===== src/rtl/uart_pkg.sv =====
// Shared defaults and state encoding for the UART transmit buffer.
// Latency: n/a (types and constants only).
// Backpressure: n/a.
package uart_pkg;

    localparam int DATA_W_DEF      = 8;
    localparam int ADDR_W_DEF      = 4;
    localparam int TIMEOUT_CYC_DEF = 200000;

    // Launch controller states: IDLE looks for a byte, WAIT holds until the transmitter finishes
    typedef enum logic {
        IDLE = 1'b0,
        WAIT = 1'b1
    } buf_state_t;

endpackage


===== src/rtl/uart_fifo.sv =====
// Circular byte FIFO with registered count, full/empty flags and an overflow pulse.
// Latency: a push is visible in count/empty after one edge; rd_data shows mem[rd_ptr] combinationally.
// Backpressure: full refuses pushes; a refused push pulses overflow_tick for one cycle.
module uart_fifo #(
    parameter int DATA_W = 8,
    parameter int ADDR_W = 4
) (
    input  logic              clk,
    input  logic              reset,
    input  logic              wr_en,
    input  logic [DATA_W-1:0] wr_data,
    input  logic              rd_en,
    output logic [DATA_W-1:0] rd_data,
    output logic              full,
    output logic              empty,
    output logic [ADDR_W:0]   count,
    output logic              overflow_tick
);

    localparam int DEPTH = 1 << ADDR_W;

    logic [DATA_W-1:0] mem_q [DEPTH];
    logic [ADDR_W-1:0] wr_ptr_q, wr_ptr_d;
    logic [ADDR_W-1:0] rd_ptr_q, rd_ptr_d;
    logic [ADDR_W:0]   count_q, count_d;
    logic              overflow_q, overflow_d;
    logic              push, pop;

    // A full FIFO rejects the push even if a pop frees a slot on the same edge
    assign push = wr_en && !full;
    assign pop  = rd_en && !empty;

    assign full          = (count_q == (ADDR_W+1)'(DEPTH));
    assign empty         = (count_q == '0);
    assign count         = count_q;
    assign overflow_tick = overflow_q;
    assign rd_data       = mem_q[rd_ptr_q];

    // Pointer, count and overflow next-state
    always_comb begin
        wr_ptr_d   = wr_ptr_q;
        rd_ptr_d   = rd_ptr_q;
        count_d    = count_q;
        overflow_d = wr_en && full;
        if (push) wr_ptr_d = wr_ptr_q + 1'b1;
        if (pop)  rd_ptr_d = rd_ptr_q + 1'b1;
        if (push && !pop)      count_d = count_q + 1'b1;
        else if (pop && !push) count_d = count_q - 1'b1;
    end

    // Control registers; storage itself is deliberately left out of reset
    always_ff @(posedge clk or posedge reset) begin
        if (reset) begin
            wr_ptr_q   <= '0;
            rd_ptr_q   <= '0;
            count_q    <= '0;
            overflow_q <= 1'b0;
        end else begin
            wr_ptr_q   <= wr_ptr_d;
            rd_ptr_q   <= rd_ptr_d;
            count_q    <= count_d;
            overflow_q <= overflow_d;
        end
    end

    // Byte storage write port
    always_ff @(posedge clk) begin
        if (push) mem_q[wr_ptr_q] <= wr_data;
    end

endmodule


===== src/rtl/uart_tx_buffer.sv =====
// Buffers system bytes and launches them one at a time into the UART transmitter (macro UART_TX_BUFFER_TIMEOUT_EN adds a watchdog).
// Latency: push into empty idle buffer at edge n -> tx_start after edge n+1; next launch 2 edges after tx_done_tick.
// Backpressure: full blocks writers (overflow_tick on a dropped push); launches wait for tx_done_tick.
module uart_tx_buffer
    import uart_pkg::*;
#(
    parameter int DATA_W = DATA_W_DEF,
    parameter int ADDR_W = ADDR_W_DEF
`ifdef UART_TX_BUFFER_TIMEOUT_EN
    ,
    parameter int TIMEOUT_CYC = TIMEOUT_CYC_DEF
`endif
) (
    input  logic              clk,
    input  logic              reset,
    input  logic              wr_en,
    input  logic [DATA_W-1:0] wr_data,
    output logic              full,
    output logic              empty,
    output logic [ADDR_W:0]   count,
    output logic              overflow_tick,
    output logic              tx_start,
    output logic [DATA_W-1:0] tx_data,
    input  logic              tx_done_tick,
    output logic              busy
`ifdef UART_TX_BUFFER_TIMEOUT_EN
    ,
    output logic              timeout_tick
`endif
);

    buf_state_t        state_q, state_d;
    logic              tx_start_q, tx_start_d;
    logic [DATA_W-1:0] tx_data_q, tx_data_d;
    logic [DATA_W-1:0] fifo_rd_data;
    logic              launch;
    logic              wdog_expire;

    uart_fifo #(
        .DATA_W (DATA_W),
        .ADDR_W (ADDR_W)
    ) u_fifo (
        .clk           (clk),
        .reset         (reset),
        .wr_en         (wr_en),
        .wr_data       (wr_data),
        .rd_en         (launch),
        .rd_data       (fifo_rd_data),
        .full          (full),
        .empty         (empty),
        .count         (count),
        .overflow_tick (overflow_tick)
    );

    // A launch pops the head byte whenever the controller is idle and data is waiting
    assign launch = (state_q == IDLE) && !empty;

`ifdef UART_TX_BUFFER_TIMEOUT_EN
    localparam int WDOG_W = $clog2(TIMEOUT_CYC + 1);

    logic [WDOG_W-1:0] wdog_q, wdog_d;
    logic              timeout_q, timeout_d;

    // Expiry only counts when the transmitter has not finished on that same edge
    assign wdog_expire  = (state_q == WAIT) && !tx_done_tick &&
                          (wdog_q == WDOG_W'(TIMEOUT_CYC - 1));
    assign timeout_tick = timeout_q;

    // Watchdog: cleared on launch, counts every cycle spent in WAIT
    always_comb begin
        wdog_d    = wdog_q;
        timeout_d = wdog_expire;
        if (launch)                wdog_d = '0;
        else if (state_q == WAIT)  wdog_d = wdog_q + 1'b1;
    end

    // Watchdog registers
    always_ff @(posedge clk or posedge reset) begin
        if (reset) begin
            wdog_q    <= '0;
            timeout_q <= 1'b0;
        end else begin
            wdog_q    <= wdog_d;
            timeout_q <= timeout_d;
        end
    end
`else
    assign wdog_expire = 1'b0;
`endif

    // State register plus registered launch outputs
    always_ff @(posedge clk or posedge reset) begin
        if (reset) begin
            state_q    <= IDLE;
            tx_start_q <= 1'b0;
            tx_data_q  <= '0;
        end else begin
            state_q    <= state_d;
            tx_start_q <= tx_start_d;
            tx_data_q  <= tx_data_d;
        end
    end

    // Next-state: launch moves to WAIT, completion (or watchdog expiry) returns to IDLE
    always_comb begin
        state_d = state_q;
        case (state_q)
            IDLE: if (launch) state_d = WAIT;
            WAIT: if (tx_done_tick || wdog_expire) state_d = IDLE;
            default: state_d = IDLE;
        endcase
    end

    // Output next values: one-cycle start pulse, data held between launches
    always_comb begin
        tx_start_d = launch;
        tx_data_d  = launch ? fifo_rd_data : tx_data_q;
    end

    assign tx_start = tx_start_q;
    assign tx_data  = tx_data_q;
    assign busy     = (state_q == WAIT);

endmodule


===== config.mk =====
export PLATFORM = sky130hd
export DESIGN_NAME = uart_tx_buffer
export DESIGN_NICKNAME = d
export VERILOG_FILES = /design/src/rtl/uart_pkg.sv /design/src/rtl/uart_fifo.sv /design/src/rtl/uart_tx_buffer.sv
export SDC_FILE = /design/constraint.sdc
export NUM_CORES = 1
export LEC_CHECK = 0
export ABC_AREA = 1
export CAP_MARGIN = 10
export CELL_PAD_IN_SITES_DETAIL_PLACEMENT = 1
export CELL_PAD_IN_SITES_GLOBAL_PLACEMENT = 2
export CORE_UTILIZATION = 44
export CTS_BUF_LIST = sky130_fd_sc_hd__clkbuf_4
export DETAILED_ROUTE_END_ITERATION = 7
export PLACE_DENSITY_LB_ADDON = 0.1
export SYNTH_ARGS = -nofsm -noshare
export SYNTH_HDL_FRONTEND = slang
export SYNTH_HIERARCHICAL = 1
export SYNTH_SLANG_ARGS = --single-unit

===== constraint.sdc =====
create_clock -name clk -period 4.5 [get_ports clk]
set_input_delay 1.125 -clock clk [delete_from_list [all_inputs] [get_ports clk]]
set_output_delay 1.125 -clock clk [all_outputs]
set_load 0.01 [all_outputs]

# --- Yosys cells after proc, flatten, opt, wreduce, memory -nomap -nowiden ---
# Memories as Yosys holds them, arrays and structs flattened. A register that Yosys moved wholly into a read port is not among the register bits.
# Index checks and enable logic that the tools add are counted.
# W data, S select, Z words.
totals:
  regBits: 16
  mem_bits_rw: 128
  input_bits: 12
  out_inout_bits: 18
  word_cells: 32
  memories: 1
memory_table:
  columns: ["name", "words", "width", "read_ports", "rd_ports_with_merged_regs", "wr", "line", "text"]
  rows:
  - ["u_fifo.mem_q", 16, 8, 1, 1, 1, "uart_fifo.sv:22", "logic [DATA_W-1:0] mem_q [DEPTH];"]
classes:
  addsub: 4
  n_eq_ne: 1
  muxes: 7
  bitwise: 1
  n_reduce_logical: 12
op_table:
  columns: ["cell", "n"]
  rows:
  - ["$mux W5", 2]
  - ["$add A4 B1 Y4 const B", 2]
  - ["$logic_and A1 B1 Y1", 6]
  - ["$add A5 B1 Y5 const B", 1]
  - ["$eq A5 B5 Y1 const B", 1]
  - ["$logic_not A5 Y1", 1]
  - ["$sub A5 B1 Y5 const B", 1]
  - ["$logic_not A1 Y1", 4]
  - ["$mux W1", 4]
  - ["$pmux W1 S2", 1]
  - ["$reduce_bool A2 Y1", 1]
  - ["$not A1 Y1", 1]

# --- Longest topological paths before layout ---
# Gate-level depths: netlist of the first run.
depth:
  word_depth: 7
  depth_mapped: 16

# --- By module ---
# The synthesis of the first run kept the hierarchy.
by_module_without_submodules:
  columns: ["module", "n_inst", "cells_each", "area_each_um2", "seq_area_each_um2"]
  rows:
  - ["uart_fifo", 1, 624, 6254.7, 4194.0]
  - ["uart_tx_buffer", 1, 41, 405.4, 250.2]

# --- Worst setup path after synthesis of the first run ---
# OpenSTA, ideal clock, no wires.
synth_path:
  path_type: "input -> register"
  start: "input wr_en"
  end: "register u_fifo.count_q[4], in the netlist u_fifo/count[4]"
  t_arrival_ns: 2.392
  t_required_ns: 4.383
  setup_slack_ns: 1.992
  cell_stages: 11
  cell_sequence: "nand2_1 > inv_1 > ha_1 > inv_1 > fa_1 > nand2_1 > nand3_1 > nand3_1 > nand2_1 > nand2_1 > nand2_1"
synth_via:
  elab_chain_cells: 4
  elab_cells_between_ends: 6
  cone_classes: "mux (1); reduce/logical (5)"
synth_rtl:
  columns: ["item", "line", "text"]
  rows:
  - ["start: declaration", "uart_tx_buffer.sv:16", "input logic wr_en,"]
  - ["$logic_and A1 B1 Y1 (*)", "uart_fifo.sv:30", "assign push = wr_en && !full;"]
  - ["net u_fifo.push", "uart_fifo.sv:27", "logic push, pop;"]
  - ["$logic_not A1 Y1", "uart_fifo.sv:48", "else if (pop && !push) count_d = count_q - 1'b1;"]
  - ["$logic_and A1 B1 Y1", "uart_fifo.sv:48", null]
  - ["$reduce_bool A2 Y1 (no source line)", null, null]
  - ["end signal: assignment", "uart_fifo.sv:61", "count_q <= count_d;"]
  - ["end: declaration", "uart_fifo.sv:25", "logic [ADDR_W:0] count_q, count_d;"]
# The timed path passes the listed nets; every way through them passes the cells marked *.
# A chain may end at the register's enable or synchronous reset.

# --- Worst setup path in the final report of the first run ---
layout_path:
  start: "register u_fifo.count_q[0], in the netlist u_fifo/count[0]"
  end: "output empty"
layout_via:
  elab_chain_cells: 1
layout_rtl:
  columns: ["item", "line", "text"]
  rows:
  - ["$logic_not A5 Y1", "uart_fifo.sv:34", "assign empty = (count_q == '0);"]
  - ["end: declaration", "uart_tx_buffer.sv:19", "output logic empty,"]
# Every way passes these cells.

==> impl_summary.txt, run 1 <==
----------------------------------------------------
[Setup path]
  Beginning of the worst register-to-register path ... u_fifo/count[0]$_DFFE_PP0P_
  Highest net fanout along the worst path ... 10
  Critical path startpoint category ... flip-flop
  Endpoint type of the worst setup path ... output port
  Required time reported for the critical path endpoint ... about 3.4 ns
  R2R setup slack ... roughly 1.7 ns
  Arr. time, crit path ... approximately 2.4 ns
  Worst-case reg-to-reg path depth ... 13
  End of the worst register-to-register path ... u_fifo/count[3]$_DFFE_PP0P_
  Worst setup path category ... reg2out

[CTS]
  TritonCTS clock tree ... done
  Maximum number of buffers from clock root to sink ... 2
  Sink Count ... around 150
  Clock transition at the registers of the reported paths ... about 0.12 ns
  Number of post-CTS setup repair buffers ... 0
  Cts hold-fix bufs ... 0
  Post-CTS Resized ... 0
  Latest clock arrival within the worst-skew pair ... 0.56 ns
  Cell at the root of the clock tree ... sky130_fd_sc_hd__clkbuf_4
  Number of buffers inserted during clock tree synthesis ... 17
  H-tree levels ... 4

[Floorplanning]
  Core Rows ... 44
  Initial Utilization ... between 40% and 50%
  Die outline height ... about 130 um
  Die area ... approximately 16000 sq um
  Core box area ... 14640 sq um
  Chip width ... roughly 130 um
  Boundary Pins ... 30

[Layout]
  Number of nets in the final layout ... slightly above 700
  P&R area growth vs syn ... 10.20%
  Filler cells ... approximately 1700
  Final instance area ... approximately 7300 sq um
  Diodes inserted ... 0
  Share of post-route cells with drive strength above 1 ... under 10%

[Routing]
  Number of design-rule violations left by the first detailed-router iteration ... ~210
  Residual antenna-violating net count after detailed routing ... 0
  Via-per-instance ratio ... 5.096
  Number of remaining DRC errors ... 0
  Routed vias ... 4530
  Final routed wirelength across all metal layers ... 16720 um
  DR pass1 iterations ... 4
  Routed length per placed instance ... 18.81 um

[Placed design]
  GP Congestion ... 0.8084
  Number of buffer cells added on primary ports ... 29
  Placement-stage worst setup slack ... between 1 and 1.5 ns
  Total placed instance area ... just over 7000 sq um
  Final HPWL from detailed placement ... between 10000 and 15000 um

[STA]
  Final hold violations ... 0
  Minimum clock period ... approximately 3.5 ns
  Share of the cycle needed by the critical path after routing ... 77.25%
  Min setup slack post-route ... 1.024 ns
  Headroom to the max-slew limit ... 30.90%
  Slew at the pin with the worst max-slew slack ... 1.033 ns
  Final sum of negative setup slack ... 0 ns
  Max frequency ... about 0.29 GHz
  Max-slew violations ... 0
  Total of endpoints with negative setup slack in the final report ... 0
  Final clock skew ... between 0.015 and 0.02 ns
  RSZ-0062 raised after global routing ... no

[GRT]
  Total Routing Usage GR ... between 20% and 30%
  Maximum number of pins on one net before global-route repair ... just over 50
  GRT overflow ... 0
  Initial antenna violation count ... 0
  Global-route wire length before repair ... between 20000 and 30000 um
  Vias in the first global route ... approximately 4800

[Synth]
  Share of the yosys chip area belonging to registers ... 66.73%
  Post-synthesis instance total ... approximately 670
  Synth Flop Type ... sky130_fd_sc_hd__edfxtp_1
  Summed instance area of the synthesized netlist ... about 6700 sq um
  Avg Inst Size Synth ... 10.02 sq um
  Leading post-synthesis cells by cell area ... sky130_fd_sc_hd__edfxtp_1 (58%), sky130_fd_sc_hd__nand2_1 (14%), sky130_fd_sc_hd__dfrtp_1 (9.0%)
  Yosys cell types ... 20
  Warnings from Yosys ... 6
  Fraction of synthesized cell area taken by the top area cell type ... just under 60%
  Post-synth EDFFs ... 128
  Biggest area consumer among synthesized cells ... sky130_fd_sc_hd__edfxtp_1
  Post-synthesis net count ... 687
  Number of synthesized register bits ... between 150 and 200
  Fraction of synthesis flops using an asynchronous set or reset pin ... between 10% and 20%

[Min path]
  Type of the most critical hold path ... reg2reg
  Min-delay src ... tx_data[0]$_DFFE_PP0P_
  Hold path endpoint ... tx_data[0]$_DFFE_PP0P_
  Number of instances on the worst hold path ... 2

[Status]
  Status ... finished clean

[Power]
  Final total power ... ~4.5 mW
  Leak ... 3.124 nW
  Worst-case vdd ir drop ... between 0.0003 and 0.0004 V
  Cell area power density ... 607.1 nW/um^2

[Job]
  Number of max-cap violations ... 0

----------------------------------------------------
placed cells by master (no fill, tap or decap), drive strengths merged, types with 3 or more instances in the layout:
cell	instances
o21ai	14
nor2	70
clkinvlp	4
dfrtp	24
edfxtp	128
xnor2	3
nand4	3
clkinv	6
nand2	257
clkbuf	19
xor2	4
inv	76
nand3	54
ha	9
clkdlybuf4s50	29
flip-flops by register name (all words and copies together) (netlist names):
name,count
u_fifo/wr_ptr_q,4
u_fifo/count,5
u_fifo/rd_ptr_q,4
u_fifo/overflow_tick,1
tx_data,8
tx_start,1
u_fifo/mem_q,128
busy,1
per-layer routing:
| layer | part of all wire, % | global-route usage [%] |
|---|---|---|
| met3 | 3.7 | 5.006 |
| met5 | 0 | 0 |
| met2 | 49 | 38.65 |
| met1 | 45 | 29.82 |
| met4 | 1.8 | 8.321 |
how the worst max path moves through the flow:
stage,startpoint,to,slack [ns],cells past startpoint
after floorplan,wr_en,u_fifo/count[4]$_DFFE_PP0P_,1.99,11
after global placement,wr_en,u_fifo/count[4]$_DFFE_PP0P_,1.34,12
after detailed placement,wr_en,u_fifo/count[3]$_DFFE_PP0P_,1.30,11
after CTS,u_fifo/count[0]$_DFFE_PP0P_,empty,0.98,4
after global routing,u_fifo/count[0]$_DFFE_PP0P_,empty,0.87,4
final,u_fifo/count[0]$_DFFE_PP0P_,empty,1.02,4
Yosys cell counts (4+ instances only):
master and count:
sky130_fd_sc_hd__nand2_1 257, sky130_fd_sc_hd__edfxtp_1 128, sky130_fd_sc_hd__inv_1 72, sky130_fd_sc_hd__nor2_1 68
sky130_fd_sc_hd__nand3_1 54, sky130_fd_sc_hd__dfrtp_1 24, sky130_fd_sc_hd__buf_2 14, sky130_fd_sc_hd__o21ai_0 14
sky130_fd_sc_hd__ha_1 9, sky130_fd_sc_hd__xor2_1 4
worst max-delay path, cell delays in order, from the launching register on:
cell and delay, ns:
sky130_fd_sc_hd__dfrtp_1 0.48, sky130_fd_sc_hd__nor2_1 0.17, sky130_fd_sc_hd__nand4_1 0.18, sky130_fd_sc_hd__inv_1 0.36
sky130_fd_sc_hd__clkdlybuf4s50_1 0.61
final cells by class:
| cell class | count | area, sq um | share of cell area (%) |
|---|---|---|---|
| Clock buffer | 19 | 142.6 | 1.943 |
| Inverter | 75 | 281.5 | 3.836 |
| Timing Repair Buffer | 31 | 305.3 | 4.160 |
| Multi-Input combinational cell | 415 | 1804 | 24.58 |
| Sequential cell | 152 | 4446 | 60.57 |
| Tap cell | 184 | 230.2 | 3.137 |
| Clock inverter | 13 | 130.1 | 1.773 |
power breakdown:
| group | leakage, nW | total [mW] | internal [mW] | switching (mW) |
|---|---|---|---|---|
| clock | 0.140 | 0.809 | 0.336 | 0.473 |
| sequential | 1.45 | 1.93 | 1.74 | 0.188 |
| combinational | 1.53 | 1.71 | 0.565 | 1.15 |
logic make-up (layout without fill, tap and decap cells):
kind of cell / count (synthesis) / in the layout / synth area share (%)
AO/OA/AOI/OAI: 14 / 14 / 1.052
XOR/XNOR: 7 / 7 / 0.9206
AND/OR/NAND/NOR: 384 / 384 / 23.13
adder cells (fa/ha/maj): 10 / 10 / 1.991
buffers and inverters: 98 / 138 / 6.181
flip-flops: 152 / 152 / 66.73
metrics by stage:
step,instances,hold slack [ns],util (%)
floorplan,665,0.4925,-
global placement,857,0.4868,48.26
detailed placement,857,0.4978,48.26
CTS,889,0.5265,50.12
global route,889,0.5763,50.12
finish,889,0.5166,50.12
No activity file was read; power rests on OpenSTA's default activity.
==> run 2: changes to the inputs <==
--- a/config.mk
+++ b/config.mk
@@ -9,7 +9,7 @@
 export CAP_MARGIN = 10
 export CELL_PAD_IN_SITES_DETAIL_PLACEMENT = 1
 export CELL_PAD_IN_SITES_GLOBAL_PLACEMENT = 2
-export CORE_UTILIZATION = 44
+export CORE_UTILIZATION = 37
 export CTS_BUF_LIST = sky130_fd_sc_hd__clkbuf_4
 export DETAILED_ROUTE_END_ITERATION = 7
 export PLACE_DENSITY_LB_ADDON = 0.1
==> constraint.sdc (replaced) <==
create_clock -name clk -period 3.1 [get_ports clk]
set_input_delay 0.775 -clock clk [delete_from_list [all_inputs] [get_ports clk]]
set_output_delay 0.775 -clock clk [all_outputs]
set_load 0.01 [all_outputs]
==> impl_summary.txt, run 2 (same netlist as run 1, synthesis figures left out) <==
----------------------------------------------------
[Setup path]
  Endpoint type of the worst setup path ... output port
  Arr. time, crit path ... between 2 and 2.5 ns
  Beginning of the worst register-to-register path ... u_fifo/count[0]$_DFFE_PP0P_
  Combined buffer and inverter count along the critical path ... 2
  Cell Chain, Critical Path ... nor2_1, nand4_1, inv_4, clkdlybuf4s50_1
  Delay of the slowest critical-path stage ... ~0.56 ns
  Startpoint of the worst setup timing path ... u_fifo/count[0]$_DFFE_PP0P_
  Required time reported for the critical path endpoint ... about 2.3 ns
  Max stage delay cell, worst path ... sky130_fd_sc_hd__clkdlybuf4s50_1
  Worst setup path category ... reg2out
  Critical path startpoint category ... flip-flop
  Highest net fanout along the worst path ... 10
  Kind of cell with the highest combined delay on the critical path ... buffers and inverters

[Power]
  Cell area power density ... ~900 nW/um^2
  Power share of the combinational group ... roughly 40%
  NetSw ... 2.624 mW
  Switching share of power ... 39.67%
  Worst-case vdd ir drop ... about 0.00040 V
  Sequential share of power ... 41.0%
  Power share of the clock group ... about a fifth
  Leak ... 3.241 nW
  Internal power component ... between 3 and 4 mW

[CTS]
  H-tree levels ... 4
  Cts hold-fix bufs ... 0
  Cell at the root of the clock tree ... sky130_fd_sc_hd__clkbuf_4
  TritonCTS clock tree ... done
  Maximum number of buffers from clock root to sink ... 2
  Latest clock arrival within the worst-skew pair ... roughly 0.54 ns
  Number of buffers inserted during clock tree synthesis ... 17
  Clock transition at the registers of the reported paths ... about 0.13 ns
  Sink Count ... approximately 150

[Layout]
  Most common cell after layout, fill and taps aside ... sky130_fd_sc_hd__nand2_1
  Register with the most flip-flops ... u_fifo/mem_q
  Number of nets in the final layout ... 733
  Flip-flop count of the largest register after layout ... 128
  Final instance area ... around 7600 sq um
  Share of post-route cells with drive strength above 1 ... under 10%
  Commonest cells after routing, fill and taps aside ... sky130_fd_sc_hd__nand2_1 (257), sky130_fd_sc_hd__edfxtp_1 (128), sky130_fd_sc_hd__inv_1 (71), sky130_fd_sc_hd__nor2_1 (68), sky130_fd_sc_hd__nand3_1 (54)
  P&R area growth vs syn ... 13.45%

[STA]
  RSZ-0062 raised after global routing ... no
  Minimum hold slack ... 0.5200 ns
  Final clock skew ... approximately 0.020 ns
  Final sum of negative setup slack ... 0 ns
  Max frequency ... roughly 0.34 GHz
  Slew at the pin with the worst max-slew slack ... 0.8995 ns
  Headroom to the max-slew limit ... 39.94%
  Total of endpoints with negative setup slack in the final report ... 0
  Minimum clock period ... 2.936 ns
  Share of the cycle needed by the critical path after routing ... 94.70%
  Max-slew violations ... 0
  Final hold violations ... 0

[Job]
  Number of max-cap violations ... 0

[Routing]
  Routed vias ... ~4400
  Routed length per placed instance ... approximately 17 um
  Final routed wirelength across all metal layers ... between 15000 and 20000 um
  DR pass1 iterations ... 4
  Via-per-instance ratio ... 4.663
  Residual antenna-violating net count after detailed routing ... 0
  Number of design-rule violations left by the first detailed-router iteration ... around 220
  Number of remaining DRC errors ... 0

[GRT]
  Global-route wire length before repair ... approximately 26000 um
  Initial antenna violation count ... 1
  Maximum number of pins on one net before global-route repair ... about 80
  Vias in the first global route ... between 4000 and 5000
  Total Routing Usage GR ... about a fifth
  GRT overflow ... 0

[Placed design]
  Final HPWL from detailed placement ... 10930 um
  GP Congestion ... 0.8226
  Number of buffer cells added on primary ports ... 29
  Total placed instance area ... around 7300 sq um

[Floorplanning]
  Die area ... 18540 sq um
  Die outline height ... 136.2 um
  Core box area ... 17420 sq um
  Boundary Pins ... 30
  Initial Utilization ... 38.24%
  Core Rows ... 48
  Chip width ... about 140 um

[Status]
  Status ... finished clean

[Min path]
  Type of the most critical hold path ... in2async

----------------------------------------------------
[run 2: final cells by class]
type / count / area [sq um]
Clock inverter: 11 / 132.6
Multi-Input combinational cell: 415 / 1804
Antenna cell: 1 / 2.502
Timing Repair Buffer: 50 / 447.9
Tap cell: 225 / 281.5
Fill cell: 1987 / 9861
Clock buffer: 21 / 157.7
Sequential cell: 152 / 4446
Inverter: 75 / 284.0
[run 2: routing by layer]
layer  track usage, %  vias to the layer above  routed length [um]
li1                 -                     2219                   -
met1            26.58                     2130                7759
met2            30.82                       67                7604
met3            3.356                       14                 670
met4            5.926                        0                 178
met5                0                        -                   0
[run 2: what timing repair did]
action / in CTS / in global routing
setup endpoints to repair: 1 / 1
gates cloned: 0 / 0
buffers inserted: 0 / 0
resized for setup: 1 / 1
[run 2: path summary, 6_finish.rpt]
path / end / slack (ns) / depth (start not counted)
worst min register to register: tx_data[2]$_DFFE_PP0P_ / 0.52 / 2
worst max-delay path: empty / 0.16 / 4
worst max register to register: u_fifo/count[4]$_DFFE_PP0P_ / 0.44 / 14
max in group asynchronous: u_fifo/rd_ptr_q[0]$_DFFE_PP0P_ / 2.08 / 2
worst min-delay path: tx_data[0]$_DFFE_PP0P_ / 0.52 / 2
min in group clk: tx_data[2]$_DFFE_PP0P_ / 0.52 / 2
[run 2: metrics by stage]
stage                     utilization [%]  setup WS (ns)  power [mW]  cells
final                               43.38         0.1643       6.615    950
after global routing                43.38        0.01435       7.110    950
after CTS                           43.35        0.08075       6.719    949
after detailed placement            41.69         0.2956       5.463    917
after global placement              41.69         0.3790       5.378    917
after floorplan                         -         0.7724       4.461    665
[run 2: power by group through the flow]
| stage | clock, mW | combinational [mW] | sequential [mW] |
|---|---|---|---|
| global route | 1.37 | 2.99 | 2.75 |
| CTS | 1.29 | 2.71 | 2.72 |
| detailed placement | 0 | 2.70 | 2.76 |
| floorplan | 0 | 1.71 | 2.75 |
| global placement | 0 | 2.63 | 2.75 |
| finish | 1.25 | 2.65 | 2.71 |
==> run 3: changes to the inputs <==
--- a/config.mk
+++ b/config.mk
@@ -6,13 +6,13 @@
 export NUM_CORES = 1
 export LEC_CHECK = 0
 export ABC_AREA = 1
-export CAP_MARGIN = 10
 export CELL_PAD_IN_SITES_DETAIL_PLACEMENT = 1
 export CELL_PAD_IN_SITES_GLOBAL_PLACEMENT = 2
 export CORE_UTILIZATION = 37
 export CTS_BUF_LIST = sky130_fd_sc_hd__clkbuf_4
 export DETAILED_ROUTE_END_ITERATION = 7
 export PLACE_DENSITY_LB_ADDON = 0.1
+export REMOVE_ABC_BUFFERS = 1
 export SYNTH_ARGS = -nofsm -noshare
 export SYNTH_HDL_FRONTEND = slang
 export SYNTH_HIERARCHICAL = 1
==> impl_summary.txt, run 3 (same netlist as run 1, synthesis figures left out) <==
----------------------------------------------------
[Layout]
  Number of nets in the final layout ... around 740
  Final instance area ... approximately 7600 sq um
  Most common cell after layout, fill and taps aside ... sky130_fd_sc_hd__nand2_1
  Filler cells ... about 2000
  Commonest cells after routing, fill and taps aside ... sky130_fd_sc_hd__nand2_1 (257), sky130_fd_sc_hd__edfxtp_1 (128), sky130_fd_sc_hd__inv_1 (71), sky130_fd_sc_hd__nor2_1 (68), sky130_fd_sc_hd__nand3_1 (54)
  Flip-flop count of the largest register after layout ... between 100 and 150
  P&R area growth vs syn ... 14.24%
  Share of post-route cells with drive strength above 1 ... between 8 and 9%
  Register with the most flip-flops ... u_fifo/mem_q

[Placed design]
  Final HPWL from detailed placement ... around 11000 um
  Number of buffer cells added on primary ports ... 29
  GP Congestion ... 0.7496
  Total placed instance area ... 7281 sq um
  Placement-stage worst setup slack ... a little under 0.2 ns

[Floorplanning]
  Die outline height ... 136.2 um
  Boundary Pins ... 30
  Chip width ... between 100 and 150 um
  Core box area ... ~17000 sq um
  Initial Utilization ... 38.24%
  Die area ... between 15000 and 20000 sq um
  Core Rows ... 48

[CTS]
  Maximum number of buffers from clock root to sink ... 2
  Latest clock arrival within the worst-skew pair ... 0.56 ns
  Cell at the root of the clock tree ... sky130_fd_sc_hd__clkbuf_4
  H-tree levels ... 4
  TritonCTS clock tree ... done
  Sink Count ... roughly 150
  Clock transition at the registers of the reported paths ... about 0.12 ns
  Number of buffers inserted during clock tree synthesis ... 17

[GRT]
  GRT overflow ... 0
  Initial antenna violation count ... 1
  Vias in the first global route ... around 4800
  Global-route wire length before repair ... between 20000 and 30000 um
  Maximum number of pins on one net before global-route repair ... 82
  Total Routing Usage GR ... about a fifth

[STA]
  Final clock skew ... about 0.022 ns
  Final sum of negative setup slack ... 0 ns
  Share of the cycle needed by the critical path after routing ... a little over nine tenths
  Max frequency ... around 0.34 GHz
  Slew at the pin with the worst max-slew slack ... approximately 0.93 ns
  Total of endpoints with negative setup slack in the final report ... 0
  RSZ-0062 raised after global routing ... no
  Minimum clock period ... between 2 and 3 ns
  Min setup slack post-route ... 0.1899 ns
  Final hold violations ... 0
  Max-slew violations ... 0
  Headroom to the max-slew limit ... 38.21%

[Routing]
  DR pass1 iterations ... 4
  Routed length per placed instance ... 18.28 um
  Final routed wirelength across all metal layers ... approximately 17000 um
  Residual antenna-violating net count after detailed routing ... 0
  Number of design-rule violations left by the first detailed-router iteration ... 203
  Number of remaining DRC errors ... 0
  Routed vias ... 4547
  Via-per-instance ratio ... around 4.8

[Min path]
  Type of the most critical hold path ... reg2reg
  Number of instances on the worst hold path ... 2

[Setup path]
  Worst setup path category ... reg2out
  R2R setup slack ... approximately 0.35 ns
  Required time reported for the critical path endpoint ... 2.32 ns
  Max stage delay cell, worst path ... sky130_fd_sc_hd__clkdlybuf4s50_1
  Arr. time, crit path ... between 2 and 2.5 ns
  Worst-case reg-to-reg path depth ... 15
  Number of gates on the worst path with buffers counted ... 4
  Endpoint type of the worst setup path ... output port
  Delay of the slowest critical-path stage ... between 0.5 and 0.6 ns
  Critical path startpoint category ... flip-flop
  Kind of cell with the highest combined delay on the critical path ... buffers and inverters
  Highest net fanout along the worst path ... 8
  Combined buffer and inverter count along the critical path ... 2
  Cell Chain, Critical Path ... nor2_1, nand4_1, inv_4, clkdlybuf4s50_1

[Power]
  Cell area power density ... between 800 and 900 nW/um^2
  Leak ... 3.270 nW
  Worst-case vdd ir drop ... about 0.00054 V

[Job]
  Number of max-cap violations ... 0

[Status]
  Status ... finished clean

----------------------------------------------------
-- run 3: what timing repair did --
item,in CTS,in global routing
cloned,0,0
buffers inserted,0,2
resized for setup,1,1
endpoints found under the setup margin,1,1
pin swaps,0,1
hold buffers,0,0
-- run 3: stage by stage --
| step | util [%] | cells | total power [mW] | hold WS [ns] |
|---|---|---|---|---|
| 6_report | 43.69 | 953 | 6.767 | 0.5123 |
| 5_1_grt | 43.69 | 953 | 7.276 | 0.5218 |
| 4_1_cts | 43.57 | 950 | 6.867 | 0.4915 |
| 3_5_place_dp | 41.80 | 918 | 5.509 | 0.4890 |
| 3_3_place_gp | 41.80 | 918 | 5.413 | 0.4901 |
| 2_1_floorplan | - | 642 | 4.351 | 0.4925 |
-- run 3: worst paths after layout --
kind / startpoint / endpoint
setup reg to reg: u_fifo/count[0]$_DFFE_PP0P_ / u_fifo/count[4]$_DFFE_PP0P_
hold reg to reg: tx_data[5]$_DFFE_PP0P_ / tx_data[5]$_DFFE_PP0P_
hold / removal: tx_data[5]$_DFFE_PP0P_ / tx_data[5]$_DFFE_PP0P_
min in group asynchronous: reset / tx_start$_DFF_PP0_
max in group asynchronous: reset / u_fifo/rd_ptr_q[0]$_DFFE_PP0P_
setup / recovery: u_fifo/count[0]$_DFFE_PP0P_ / empty
-- run 3: area by class of cell --
cell class	instances	area, sq um	area share [%]
antenna	1	2.502	0.03289
clock inverter	12	157.7	2.072
multi-input combinational	415	1804	23.71
tap	225	281.5	3.700
clock buffer	20	150.1	1.973
sequential	152	4446	58.43
timing repair buffer	53	483.0	6.348
inverter	75	284.0	3.733
-- run 3: metal layers --
layer	wire (um)	share of wire [%]	vias up	global-route usage [%]
met2	8547	49	66	33.95
li1	-	-	2232	-
met1	8105	47	2236	27.42
met3	624	3.6	13	4.027
met4	148	0.85	0	5.556
met5	0	0	-	0
-- run 3: report_power, final --
group          leakage (nW)  switching (mW)  internal (mW)
clock                 0.167           0.682          0.652
sequential             1.45           0.199           2.53
combinational          1.65            1.80          0.900
-- run 3: tightest hold or removal path, stage by stage, from the launching register on --
cell                      delay, ns
sky130_fd_sc_hd__dfrtp_1       0.35
sky130_fd_sc_hd__o21ai_0       0.08
sky130_fd_sc_hd__nand2_1       0.06
